## config.mk

```make
export PLATFORM = sky130hd
export DESIGN_NAME = ddr2_dq_sequencer
export DESIGN_NICKNAME = d
export VERILOG_FILES = /design/src/rtl/ddr2_dq_sequencer.sv
export SDC_FILE = /design/constraint.sdc
export NUM_CORES = 1
export LEC_CHECK = 0
export BUFFER_PORTS_ARGS = -buffer_cell sky130_fd_sc_hd__buf_2
export CAP_MARGIN = 10
export CORE_ASPECT_RATIO = 2
export CORE_MARGIN = 1
export CORE_UTILIZATION = 40
export DETAILED_ROUTE_END_ITERATION = 7
export GPL_ROUTABILITY_DRIVEN = 0
export PLACE_DENSITY = 0.75
export SETUP_SLACK_MARGIN = 0.02
export SLEW_MARGIN = 15
export SYNTH_ARGS = -nofsm -noshare
export SYNTH_HDL_FRONTEND = slang
export SYNTH_SLANG_ARGS = --single-unit
```

## constraint.sdc

```tcl
create_clock -name clk -period 2.93 [get_ports clk]
set_clock_uncertainty 0.2 [all_clocks]
set_input_delay 0.293 -clock clk [delete_from_list [all_inputs] [get_ports clk]]
set_output_delay 0.293 -clock clk [all_outputs]
set_load 0.03 [all_outputs]
```

## src/rtl/ddr2_dq_sequencer.sv

```systemverilog
// DDR2 DQ-path sequencer: accepts write/read burst requests, times the
// write preamble/data/postamble and read capture window relative to the
// configured write/read latencies, and drives the pad enables and strobes.
module ddr2_dq_sequencer #(
    parameter int WL = 3,
    parameter int RL = 4
) (
    input  logic        clk,
    input  logic        reset,
    input  logic        wr_req,
    input  logic        rd_req,
    input  logic        bl8,
    output logic        wr_ack,
    output logic        rd_ack,
    input  logic [15:0] wr_data,
    input  logic [1:0]  wr_mask,
    output logic        wr_pop,
    output logic        ts_o,
    output logic        ri_o,
    output logic [15:0] dq_o,
    output logic [1:0]  dm_o,
    output logic [1:0]  dqs_o,
    output logic [1:0]  dqsbar_o,
    input  logic [15:0] dq_in,
    output logic [15:0] rd_data,
    output logic        rd_valid,
    output logic        busy
);

    typedef enum logic [2:0] {
        IDLE,
        WR_WAIT,
        WR_PRE,
        WR_DATA,
        WR_POST,
        RD_WAIT,
        RD_DATA,
        TURN
    } state_t;

    // Final latency-counter value in each wait state. WR_WAIT lasts WL-2
    // cycles (skipped entirely when WL=2); RD_WAIT lasts RL-1 cycles and its
    // last cycle opens the receiver one cycle ahead of the first read beat.
    localparam logic [2:0] WR_WAIT_LAST = 3'(WL - 3);
    localparam logic [2:0] RD_WAIT_LAST = 3'(RL - 2);

    state_t      state_q, state_d;
    logic [2:0]  lat_q, lat_d;
    logic [2:0]  beat_q, beat_d;
    logic        bl8_q, bl8_d;
    logic        rd_valid_q, rd_valid_d;
    logic [15:0] rd_data_q, rd_data_d;
    logic [2:0]  last_beat;

    assign last_beat = bl8_q ? 3'd7 : 3'd3;
    assign busy      = (state_q != IDLE);
    assign rd_valid  = rd_valid_q;
    assign rd_data   = rd_data_q;

    // Next-state, counter and pad-side output decode
    always_comb begin
        state_d    = state_q;
        lat_d      = lat_q;
        beat_d     = beat_q;
        bl8_d      = bl8_q;
        wr_ack     = 1'b0;
        rd_ack     = 1'b0;
        wr_pop     = 1'b0;
        ts_o       = 1'b0;
        ri_o       = 1'b0;
        dq_o       = 16'h0000;
        dm_o       = 2'b00;
        dqs_o      = 2'b00;
        dqsbar_o   = 2'b11;
        rd_valid_d = (state_q == RD_DATA);
        rd_data_d  = (state_q == RD_DATA) ? dq_in : rd_data_q;

        case (state_q)
            IDLE: begin
                // Reads win arbitration; a simultaneous write stays pending
                if (rd_req) begin
                    rd_ack  = 1'b1;
                    bl8_d   = bl8;
                    lat_d   = 3'd0;
                    state_d = RD_WAIT;
                end else if (wr_req) begin
                    wr_ack  = 1'b1;
                    bl8_d   = bl8;
                    lat_d   = 3'd0;
                    state_d = (WL == 2) ? WR_PRE : WR_WAIT;
                end
            end
            WR_WAIT: begin
                if (lat_q == WR_WAIT_LAST) begin
                    lat_d   = 3'd0;
                    state_d = WR_PRE;
                end else begin
                    lat_d = lat_q + 3'd1;
                end
            end
            WR_PRE: begin
                ts_o    = 1'b1;
                beat_d  = 3'd0;
                state_d = WR_DATA;
            end
            WR_DATA: begin
                ts_o     = 1'b1;
                wr_pop   = 1'b1;
                dq_o     = wr_data;
                dm_o     = wr_mask;
                dqs_o    = beat_q[0] ? 2'b00 : 2'b11;
                dqsbar_o = beat_q[0] ? 2'b11 : 2'b00;
                if (beat_q == last_beat) begin
                    beat_d  = 3'd0;
                    state_d = WR_POST;
                end else begin
                    beat_d = beat_q + 3'd1;
                end
            end
            WR_POST: begin
                ts_o    = 1'b1;
                state_d = TURN;
            end
            RD_WAIT: begin
                if (lat_q == RD_WAIT_LAST) begin
                    ri_o    = 1'b1;
                    lat_d   = 3'd0;
                    beat_d  = 3'd0;
                    state_d = RD_DATA;
                end else begin
                    lat_d = lat_q + 3'd1;
                end
            end
            RD_DATA: begin
                ri_o = 1'b1;
                if (beat_q == last_beat) begin
                    beat_d  = 3'd0;
                    state_d = TURN;
                end else begin
                    beat_d = beat_q + 3'd1;
                end
            end
            TURN: begin
                state_d = IDLE;
            end
            default: begin
                state_d = IDLE;
            end
        endcase

        // Reset takes priority over any pending request
        if (reset) begin
            wr_ack = 1'b0;
            rd_ack = 1'b0;
        end
    end

    // State, counters and read-capture registers
    always_ff @(posedge clk) begin
        if (reset) begin
            state_q    <= IDLE;
            lat_q      <= 3'd0;
            beat_q     <= 3'd0;
            bl8_q      <= 1'b0;
            rd_valid_q <= 1'b0;
            rd_data_q  <= 16'h0000;
        end else begin
            state_q    <= state_d;
            lat_q      <= lat_d;
            beat_q     <= beat_d;
            bl8_q      <= bl8_d;
            rd_valid_q <= rd_valid_d;
            rd_data_q  <= rd_data_d;
        end
    end

endmodule

```

* After elaboration in Yosys (flattened, before gate mapping)
Index checks and enable logic that the tools add are counted.
W data, S select, Z words.
** Operators by class
- Bitwise operators :: 0
- Multiplexer cells :: 35
- Equality and inequality tests :: 14
- Shifts and indexed selects :: 0
- $mul :: 0
- Reduce and logical (&&, ||, !) cells :: 12
- Magnitude comparators :: 0
- Add/subtract/negate cells :: 2
- Div/mod/pow operators :: 0
** Operators with widths (count)
- $mux W3 :: 13
- $pmux W3 S8 :: 1
- $pmux W3 S3 :: 2
- $mux W16 :: 1
- $eq A3 B3 Y1 const B :: 4
- $mux W1 :: 12
- $mux W2 :: 5
- $eq A3 B2 Y1 const B :: 3
- $reduce_bool A3 Y1 :: 3
- $add A3 B1 Y3 const B :: 2
- $logic_not A3 Y1 :: 2
- $ne A2 B2 Y1 const B :: 3
- $reduce_and A2 Y1 :: 3
- $reduce_and A5 Y1 :: 1
- $eq A3 B1 Y1 const B :: 1
- $eq A3 B3 Y1 :: 1
- $ne A3 B3 Y1 const B :: 1
- $reduce_or A3 Y1 :: 1
- $ne A2 B1 Y1 const B :: 1
- $pmux W1 S2 :: 1
- $reduce_bool A2 Y1 :: 1
- $reduce_or A2 Y1 :: 1
** Storage, ports and cells
- Output and inout bits :: 45
- RAM bits :: 0
- Memories kept :: 0
- Logic and storage cells :: 69
- Input bits :: 39
- Latch bits :: 0
- Bits in read-only memories :: 0
- Bits in registers :: 27

* Longest topological paths before layout
Gate-level depths: netlist (run 1).
- Depth in word-level cells :: 4
- Gate-level depth with buffers :: 6
- Depth with buffers taken out :: 6

* Worst setup path after synthesis (run 1)
No wires, ideal clock.
- Path type :: reg2out
- From :: register state_q[0]
- To :: output port dqsbar_o[1]
- Arrival :: 2.079 ns
- Cell stages (with the launch flop) :: 6
- Path buffers :: 2
- Path slack :: 0.358 ns
- Required time :: 2.437 ns
- Cells stage by stage :: dfxtp_1 buf_2 nand2_1 nor3_1 inv_1 buf_4
** On the way
- Longest elaborated chain between the ends :: 2
** RTL lines
- start, declared :: line 47 : state_t state_q, state_d;
- start signal, assigned :: line 168 : state_q <= state_d;
- $eq A3 B2 Y1 :: line 78 : case (state_q)
- $mux W2 :: line 78
- end, declared :: line 23 : output logic [1:0] dqsbar_o,
No other way between the ends.

* Final worst setup path (run 1)
- From :: register state_q[0]
- To :: output port dq_o[14]
** On the way
- Longest elaborated chain between the ends :: 2
** RTL lines
- $eq A3 B2 Y1 :: line 78
- $mux W16 :: line 78
- end, declared :: line 20 : output logic [15:0] dq_o,
No other way between the ends.

==> results of run 1 <==
==> per-layer routing <==
layer	routed length, um	share of wire (%)
met5	0	0
met4	34	1.1
met3	191	6.4
met2	1600	53
met1	1180	39
==> flip-flops by register name, summed over array words and instances, names as in the netlist <==
| register | flops |
|---|---|
| beat_q | 3 |
| bl8_q | 1 |
| lat_q | 3 |
| rd_data | 16 |
| rd_valid | 1 |
| state_q | 3 |
==> where the power goes <==
part / switching, mW / internal [mW] / total, mW
logic: 0.443 / 0.233 / 0.676
clock network: 0.107 / 0.0972 / 0.204
registers: 0.0692 / 0.422 / 0.491
==> stage by stage <==
stage          setup slack [ns]  power (mW)  hold slack, ns
2_1_floorplan             0.358        1.04           0.194
3_3_place_gp               1.10        1.17           0.238
3_5_place_dp               1.07        1.18           0.243
4_1_cts                   0.760        1.39          0.0484
5_1_grt                   0.606        1.47          0.0413
6_report                  0.771        1.37          0.0540
==> kinds of logic after synthesis <==
kind of cell / after synthesis
compound gates: 34
flops: 27
xor+xnor: 2
simple gates: 83
buf+inv: 19
mux: 4
fa+ha+maj: 4
==> placed cells by master, fill, tap and decap left out, drive strengths merged, types with 2 or more instances in the layout <==
| cell type | count |
|---|---|
| nand2 | 34 |
| nor2 | 15 |
| a21oi | 21 |
| inv | 5 |
| nor3 | 5 |
| or3 | 2 |
| xnor2 | 2 |
| mux2i | 4 |
| and2 | 18 |
| clkbuf | 4 |
| ha | 4 |
| o21ai | 5 |
| a22oi | 2 |
| buf | 84 |
| dfxtp | 27 |
==> worst max-delay path: cells and delay by family (launching register included) <==
family | cells | cell delay (ns)
simple gates | 3 | 0.45
flops | 1 | 0.56
buf+inv | 2 | 0.39
==> path summary, 6_finish.rpt <==
check / endpoint / slack (ns) / depth (start not counted)
worst max register to register: rd_data[6]$_SDFFE_PP0P_ / 1.15 / 4
worst max-delay path: dq_o[14] / 0.77 / 5
worst min-delay path: rd_data[3]$_SDFFE_PP0P_ / 0.05 / 3
worst min register to register: rd_data[13]$_SDFFE_PP0P_ / 0.25 / 2
==> area by class of cell <==
class	instances	area [um2]	share of cell area [%]
Clock buffer	4	45.0	2.51
Inverter	5	18.8	1.04
Multi-Input combinational cell	127	731	40.7
Sequential cell	27	541	30.1
Tap cell	31	38.8	2.16
Timing Repair Buffer	84	423	23.5
==> flow_metrics.py, run 1 <==
metrics = {
    "routing": {
        "wl_per_cell_um": 10.8,
        "num_vias": 1335,
        "viasPerCell": 4.80,
        "drc_errors": 0,
        "routed_wl_mm": 3.00,
        "ant_nets": 0,
        "drt-initial-drc-count": 10,
        "first_pass_iters": 4,
    },
    "cts": {
        "htree_levels": 1,
        "cts_max_path_buffers": 2,
        "post_cts_buffers": 0,
        "hold_buffers": 0,
        "clkTransAtPathRegs_ns": 0.09,
        "clk_latency_ns": 0.26,
        "cts.sinks": 27,
        "numCtsBuffers": 3,
        "root_buffer": "clkbuf_8",
        "cts_tree": "done",
        "cts_resized": 0,
    },
    "yosys": {
        "yosys.area_share.simple_pct": 29.8,
        "synth_top_family_by_area": "simple AND/OR/NAND/NOR gates",
        "avgSynthCellArea_um2": 7.88,
        "synth_edf_count": 0,
        "synthAdderAreaFrac_pct": 3.67,
        "yosys_warnings": 0,
        "synth_compound_area_share_pct": 15.3,
        "synth_largest_area_cell": "dfxtp_1",
        "netlist_area_um2": 1360,
        "synth_xor_area_share_pct": 1.84,
        "synth_area_leaders": "dfxtp_1 (40%), nand2_1 (9.4%), and2_1 (8.3%)",
        "muxShareOfSynthArea_pct": 2.94,
        "ys_seq_area_share_pct": 39.7,
        "ys_dominant_reg_cell": "dfxtp_1",
        "yosysMostFrequentCell": "nand2_1",
        "syn_inst": 173,
        "synth_top_area_share_pct": 39.7,
        "syn_nets": 216,
        "synthArstFlopShare_pct": 0,
        "synthTopCellsByCount": "nand2_1 (34), dfxtp_1 (27), a21oi_1 (21), and2_1 (18), nor2_1 (14)",
        "synth-seq-cells": 27,
        "ys_types": 34,
    },
    "timing": {
        "tightest_slew_ns": 0.599,
        "slew_viol_final": 0,
        "rsz0062_at_grt": "no",
        "relSlewSlack_pct": 60.0,
        "max_freq_mhz": 463,
        "hold_violations": 0,
        "final.period_utilization_pct": 73.7,
        "setup_viol": 0,
        "period_minus_slack_ns": 2.16,
        "final.setup.tns_ns": 0,
    },
    "cells_and_area": {
        "area_growth_pct": 31.9,
        "fin_nets": 291,
        "fillCellCount": 319,
        "fin_cells": 278,
        "drive_gt1_share_pct": 37.7,
        "antenna_cells": 0,
        "final_area_um2": 1800,
        "fin_util_pct": 56.3,
    },
    "place": {
        "postPlaceCellArea_um2": 1750,
        "dp.final_hpwl_mm": 2.35,
        "dp.cells": 274,
        "portBuffers": 83,
    },
    "critical_path": {
        "cp_slowest_cell": "dfxtp_1",
        "slowest_delay_ns": 0.56,
        "crit_path_end_kind": "primary output",
        "cp_max_fo": 20,
        "path_cells": "nand2_1 -> nor2_1 -> buf_4 -> and2_1 -> buf_2",
        "arrival_ns": 1.67,
        "timing.rr.start": "state_q[2]$_SDFFE_PP0P_",
        "required_ns": 2.44,
        "setup.worst_path.class": "reg -> out",
        "cp-start-kind": "flip-flop",
        "cp-startpoint": "state_q[0]$_SDFFE_PP0P_",
    },
    "die": {
        "die_x_um": 43.3,
        "ios": 84,
        "start_util_pct": 42.7,
        "core_area_um2": 3190,
        "num_rows": 29,
        "die_y_um": 84.5,
        "die_area_um2": 3660,
    },
    "outcome": {
        "outcome": "completed",
    },
    "pwr": {
        "power_density_nw_per_um2": 763,
        "p_leak_nw": 0.896,
        "ir_worst_vdd_v": 0.000444,
    },
    "grt": {
        "met1_usage_pct": 17.2,
        "grt_pass1_wl_mm": 4.91,
        "grt_use_met2_pct": 31.6,
        "globalRouteMet3Util_pct": 3.01,
        "grt_max_degree": 31,
        "grt_usage_pct": 16.6,
        "gr-total-overflow": 0,
        "top_usage_layer": "met2",
        "grt_pass1_vias": 1209,
        "antenna_found_initial": 0,
    },
    "job": {
        "cap_viol_max_count": 0,
    },
    "hold_path": {
        "hp-start": "dq_in[3]",
        "hold_path.class": "in -> reg",
    },
}
Note: power is estimated with default switching activity, not from simulation.
==> inputs of run 2 (changes only) <==
Settings changed: ABC_AREA set to 1.
Clock period 2.93 ns to 2.2 ns, I/O delays scaled along.
==> run 2 against run 1 <==
  * The flow now finishes with violations (design-rule violations)
  * Utilization is 1.3 points higher
  * Synthesized area is 1.7% higher
  * First-iteration DRC count grew to 2.6 times the previous value
  * Clock power is 37% higher
  * Via count is 8.5% higher
  * Flip-flop and latch count stayed put
  * Total power is 34% higher
  * Register-to-register slack worse by 0.57 ns
==> flow_metrics.py, run 2 <==
metrics = {
    "critical_path": {
        "path_cells": "nand3_2 -> buf_4 -> nor2_1 -> buf_2",
        "setup.worst_path.class": "reg -> out",
        "cp-start-kind": "flip-flop",
        "cp_slowest_cell": "dfxtp_1",
        "reg2reg_to": "rd_data[14]$_SDFFE_PP0P_",
        "slowest_delay_ns": 0.48,
        "arrival_ns": 1.52,
        "rrSetupSlack_ns": 0.58,
        "rr_worst_depth": 5,
        "required_ns": 1.78,
        "cp_max_fo": 13,
        "timing.rr.start": "state_q[0]$_SDFFE_PP0P_",
        "crit_path_end_kind": "primary output",
    },
    "timing": {
        "setup_viol": 0,
        "tightest_slew_ns": 0.533,
        "max_freq_mhz": 515,
        "slew_viol_final": 0,
        "final.setup.tns_ns": 0,
        "period_minus_slack_ns": 1.94,
        "relSlewSlack_pct": 64.4,
        "final.period_utilization_pct": 88.2,
        "hold_violations": 0,
        "rsz0062_at_grt": "no",
    },
    "cells_and_area": {
        "fin_cells": 319,
        "register_area_um2": 541,
        "fin_nets": 332,
        "final_area_um2": 1860,
        "fillCellCount": 332,
        "final_common_cell": "buf_2",
        "multi_input_area_um2": 613,
        "layout_common_cells": "buf_2 (83), inv_1 (48), nor2_1 (30)",
        "drive_gt1_share_pct": 33.7,
        "antenna_cells": 0,
        "largest_reg_flops": 16,
        "area_growth_pct": 34.1,
    },
    "cts": {
        "numCtsBuffers": 3,
        "cts_max_path_buffers": 2,
        "cts_tree": "done",
        "clkTransAtPathRegs_ns": 0.09,
        "clk_latency_ns": 0.27,
        "hold_buffers": 0,
        "root_buffer": "clkbuf_8",
        "cts.sinks": 27,
        "htree_levels": 1,
    },
    "yosys": {
        "yosys_warnings": 0,
        "yosysMostFrequentCell": "inv_1",
        "ys_dominant_reg_cell": "dfxtp_1",
        "syn_nets": 253,
        "avgSynthCellArea_um2": 6.60,
        "ys_seq_area_share_pct": 39.0,
        "synthTopCellsByCount": "inv_1 (48), nor2_1 (31), dfxtp_1 (27), a21oi_1 (23), nand2_1 (23)",
        "synthArstFlopShare_pct": 0,
        "synth_top_area_share_pct": 39.0,
        "synth-seq-cells": 27,
        "ys_types": 22,
        "synth_edf_count": 0,
        "synth_area_leaders": "dfxtp_1 (39%), inv_1 (13%), nor2_1 (8.4%)",
        "synth_largest_area_cell": "dfxtp_1",
        "syn_inst": 210,
        "netlist_area_um2": 1390,
    },
    "routing": {
        "num_vias": 1449,
        "routed_wl_mm": 3.01,
        "wl_per_cell_um": 9.44,
        "drc_errors": 12,
        "drt-initial-drc-count": 26,
        "viasPerCell": 4.54,
        "ant_nets": 0,
        "first_pass_iters": 6,
    },
    "pwr": {
        "finalPower_mw": 1.84,
        "power_density_nw_per_um2": 990,
        "ir_worst_vdd_v": 0.000705,
        "p_leak_nw": 1.06,
    },
    "grt": {
        "gr-total-overflow": 0,
        "grt_usage_pct": 15.8,
        "antenna_found_initial": 0,
        "grt_max_degree": 34,
        "grt_pass1_vias": 1196,
        "grt_pass1_wl_mm": 4.63,
    },
    "die": {
        "die_x_um": 43.6,
        "start_util_pct": 42.9,
        "num_rows": 29,
        "ios": 84,
        "core_area_um2": 3230,
        "die_area_um2": 3720,
        "die_y_um": 85.3,
    },
    "outcome": {
        "violations": "design-rule violations",
        "outcome": "finished with violations",
    },
    "hold_path": {
        "hold_path.class": "in -> reg",
        "hp-start": "dq_in[12]",
        "whs_path_depth": 3,
        "hold-path-endpoint": "rd_data[12]$_SDFFE_PP0P_",
    },
    "place": {
        "dp.cells": 315,
        "portBuffers": 83,
        "dp.final_hpwl_mm": 2.43,
        "postPlaceCellArea_um2": 1810,
    },
    "job": {
        "cap_viol_max_count": 0,
    },
}
==> run 2: cell count changes in the layout (fill, tap and decap cells not counted), moves of 4 or more <==
cell     previous run  this run
inv_1               5        48
o21ai_0             3        22
and2_1             18         1
nor2_1             14        30
nand2_1            34        23
nand3_1             0         6
nor3_1              5         0
mux2i_1             4         0
==> run 2: cells by family after synthesis <==
| group | after synthesis | share of synthesized area (%) |
|---|---|---|
| and+or+nand+nor | 70 | 21.6 |
| DFF | 27 | 39.0 |
| adders and majority gates | 4 | 3.61 |
| xor gates and xnor gates | 2 | 1.26 |
| buffers and inverters | 61 | 17.8 |
| AOI/OAI and AO/OA | 46 | 16.8 |
==> run 2: worst max-delay path by stage <==
stage                            startpoint          end  slack (ns)
floorplan           state_q[2]$_SDFFE_PP0P_  dqsbar_o[1]        0.22
global placement    state_q[0]$_SDFFE_PP0P_      dm_o[0]        0.45
detailed placement  state_q[2]$_SDFFE_PP0P_     dq_o[11]        0.41
CTS                 state_q[2]$_SDFFE_PP0P_     dq_o[11]        0.11
global route        state_q[0]$_SDFFE_PP0P_     dq_o[10]        0.12
finish              state_q[0]$_SDFFE_PP0P_     dq_o[11]        0.26
==> run 2: critical path, delay by kind of cell, from the launching register on <==
| kind | cells | cell delay, ns |
|---|---|---|
| flops | 1 | 0.48 |
| simple gates | 2 | 0.33 |
| buf+inv | 2 | 0.45 |
==> run 2: through the flow <==
| stage | hold WS, ns | setup slack [ns] | util (%) |
|---|---|---|---|
| finish | 0.0206 | 0.260 | 57.6 |
| global route | 0.0318 | 0.123 | 57.6 |
| CTS | 0.0162 | 0.108 | 57.4 |
| detailed placement | 0.235 | 0.408 | 55.9 |
| global placement | 0.231 | 0.452 | 55.9 |
| floorplan | 0.210 | 0.217 | - |
==> run 2: where the power goes <==
| part | internal [mW] | switching [mW] |
|---|---|---|
| Combinational | 0.269 | 0.637 |
| Sequential | 0.577 | 0.0783 |
| Clock | 0.128 | 0.151 |
==> run 2: timing repair <==
action	in CTS	in global routing
setup endpoints to repair	0	10
setup buffers	0	0
hold endpoints to repair	0	0
resized for setup	0	1
==> run 2: cell type report <==
class                      instances  share of cell area [%]
clock buffer                       3                    2.22
clock inverter                     1                   0.404
inverter                          50                    10.1
timing repair buffer              85                    23.1
multi-input combinational        122                    33.0
tap                               31                    2.09
sequential                        27                    29.1
==> run 2: metal layers <==
layer  routed length (um)  part of all wire (%)  GRT usage [%]
met1                 1150                    38           15.7
met2                 1530                    51           30.0
met3                  290                   9.6           2.77
met4                   47                   1.6           6.82
met5                    0                     0              0
==> inputs of run 3 (changes only) <==
Clock period 2.2 ns to 2.5 ns, I/O delays scaled along.
==> run 3 against run 2 <==
  * The flow still finishes with violations (design-rule violations)
  * Count of clock-buffer cells in the layout is the same
  * Total power shrank 12%
  * Critical path depth is the same
==> flow_metrics.py, run 3 (synthesized netlist as in run 2, its figures left out) <==
metrics = {
    "cts": {
        "htree_levels": 1,
        "cts_max_path_buffers": 2,
        "clk_latency_ns": 0.27,
        "cts_resized": 0,
        "root_buffer": "clkbuf_8",
        "cts.sinks": 27,
        "cts_tree": "done",
        "clkTransAtPathRegs_ns": 0.10,
        "hold_buffers": 0,
        "post_cts_buffers": 0,
        "numCtsBuffers": 3,
    },
    "grt": {
        "top_usage_layer": "met2",
        "grt_max_degree": 34,
        "antenna_found_initial": 0,
        "gr-total-overflow": 0,
        "globalRouteMet3Util_pct": 2.34,
        "grt_usage_pct": 16.9,
        "grt_pass1_vias": 1217,
        "grt_pass1_wl_mm": 4.86,
        "met1_usage_pct": 15.0,
        "grt_use_met2_pct": 33.5,
    },
    "hold_path": {
        "hold-path-endpoint": "bl8_q$_SDFFE_PP0P_",
        "hp-start": "bl8",
        "hold_path.class": "in -> reg",
        "whs_path_depth": 3,
    },
    "cells_and_area": {
        "fin_nets": 332,
        "multi_input_area_um2": 599,
        "final_common_cell": "buf_2",
        "register_area_um2": 541,
        "layout_common_cells": "buf_2 (83), inv_1 (48), nor2_1 (31)",
        "largest_reg_flops": 16,
        "fillCellCount": 334,
        "final_area_um2": 1850,
        "drive_gt1_share_pct": 32.6,
        "fin_util_pct": 57.1,
        "antenna_cells": 0,
        "area_growth_pct": 33.1,
        "fin_cells": 319,
    },
    "critical_path": {
        "setup.worst_path.class": "reg -> out",
        "crit_path_end_kind": "primary output",
        "cpLargestDelayFamily": "buffers and inverters",
        "reg2reg_to": "state_q[2]$_SDFFE_PP0P_",
        "rrSetupSlack_ns": 0.89,
        "required_ns": 2.05,
        "cp_slowest_cell": "dfxtp_1",
        "cp_max_fo": 15,
        "timing.rr.start": "state_q[0]$_SDFFE_PP0P_",
        "critPathBufInv": 2,
        "slowest_delay_ns": 0.47,
        "path_cells": "nand3_1 -> buf_4 -> nor2_1 -> buf_2",
        "arrival_ns": 1.60,
        "rr_worst_depth": 5,
        "cp-start-kind": "flip-flop",
    },
    "routing": {
        "routed_wl_mm": 3.02,
        "drc_errors": 12,
        "viasPerCell": 4.59,
        "ant_nets": 0,
        "num_vias": 1465,
        "wl_per_cell_um": 9.46,
        "drt-initial-drc-count": 51,
        "first_pass_iters": 7,
    },
    "die": {
        "num_rows": 29,
        "die_x_um": 43.6,
        "start_util_pct": 42.9,
        "core_area_um2": 3230,
        "die_y_um": 85.3,
        "die_area_um2": 3720,
        "ios": 84,
    },
    "place": {
        "dpl_worst_slack_ns": 0.752,
        "portBuffers": 83,
        "postPlaceCellArea_um2": 1800,
        "dp.cells": 315,
        "dp.final_hpwl_mm": 2.45,
    },
    "timing": {
        "setup_ws_ns": 0.453,
        "slew_viol_final": 0,
        "setup_viol": 0,
        "tightest_slew_ns": 0.503,
        "hold_violations": 0,
        "relSlewSlack_pct": 66.5,
        "rsz0062_at_grt": "no",
        "final.setup.tns_ns": 0,
        "final.period_utilization_pct": 81.9,
        "max_freq_mhz": 489,
        "period_minus_slack_ns": 2.05,
    },
    "pwr": {
        "ir_worst_vdd_v": 0.000668,
        "power_density_nw_per_um2": 873,
        "p_leak_nw": 1.06,
    },
    "outcome": {
        "outcome": "finished with violations",
        "violations": "design-rule violations",
    },
    "job": {
        "cap_viol_max_count": 0,
    },
}
## run 3: how the worst max path moves through the flow
stage | from | endpoint | slack, ns | depth (start not counted)
after floorplan | state_q[2]$_SDFFE_PP0P_ | dqsbar_o[1] | 0.24 | 6
after global placement | state_q[0]$_SDFFE_PP0P_ | dq_o[2] | 0.81 | 4
after detailed placement | state_q[0]$_SDFFE_PP0P_ | dq_o[0] | 0.75 | 4
after CTS | state_q[0]$_SDFFE_PP0P_ | dq_o[0] | 0.44 | 4
after global routing | state_q[0]$_SDFFE_PP0P_ | dq_o[7] | 0.28 | 4
final | state_q[0]$_SDFFE_PP0P_ | dq_o[0] | 0.45 | 4
## run 3: worst reg2reg max path: stages, from the launching register on
cell and delay (ns):
dfxtp_1 0.47, nand3_1 0.29, buf_4 0.28, nand2_1 0.09
nand4_1 0.10, a21oi_1 0.13
## run 3: per-stage QoR
step	power (mW)	hold slack (ns)
detailed placement	1.38	0.234
CTS	1.63	0.0490
floorplan	1.18	0.240
global route	1.74	0.0511
finish	1.61	0.0485
global placement	1.37	0.229
## run 3: layer usage
layer	wire length (um)	share of wire [%]	vias up
met5	0	0	-
met3	305	10	7
met4	70	2.3	0
met1	1070	35	591
li1	-	-	793
met2	1580	52	74
## run 3: where the power goes
part	switching (mW)	leakage, nW	total (mW)	internal, mW
Sequential	0.0653	0.219	0.573	0.507
Clock	0.134	0.0217	0.247	0.113
Combinational	0.556	0.818	0.791	0.235
Total	0.755	1.06	1.61	0.855
## run 3: cell type report
type / count / area share (%)
Multi-Input combinational cell: 122 / 32.5
Clock buffer: 3 / 2.24
Sequential cell: 27 / 29.3
Inverter: 50 / 10.2
Tap cell: 31 / 2.10
Timing Repair Buffer: 85 / 23.3
Clock inverter: 1 / 0.407
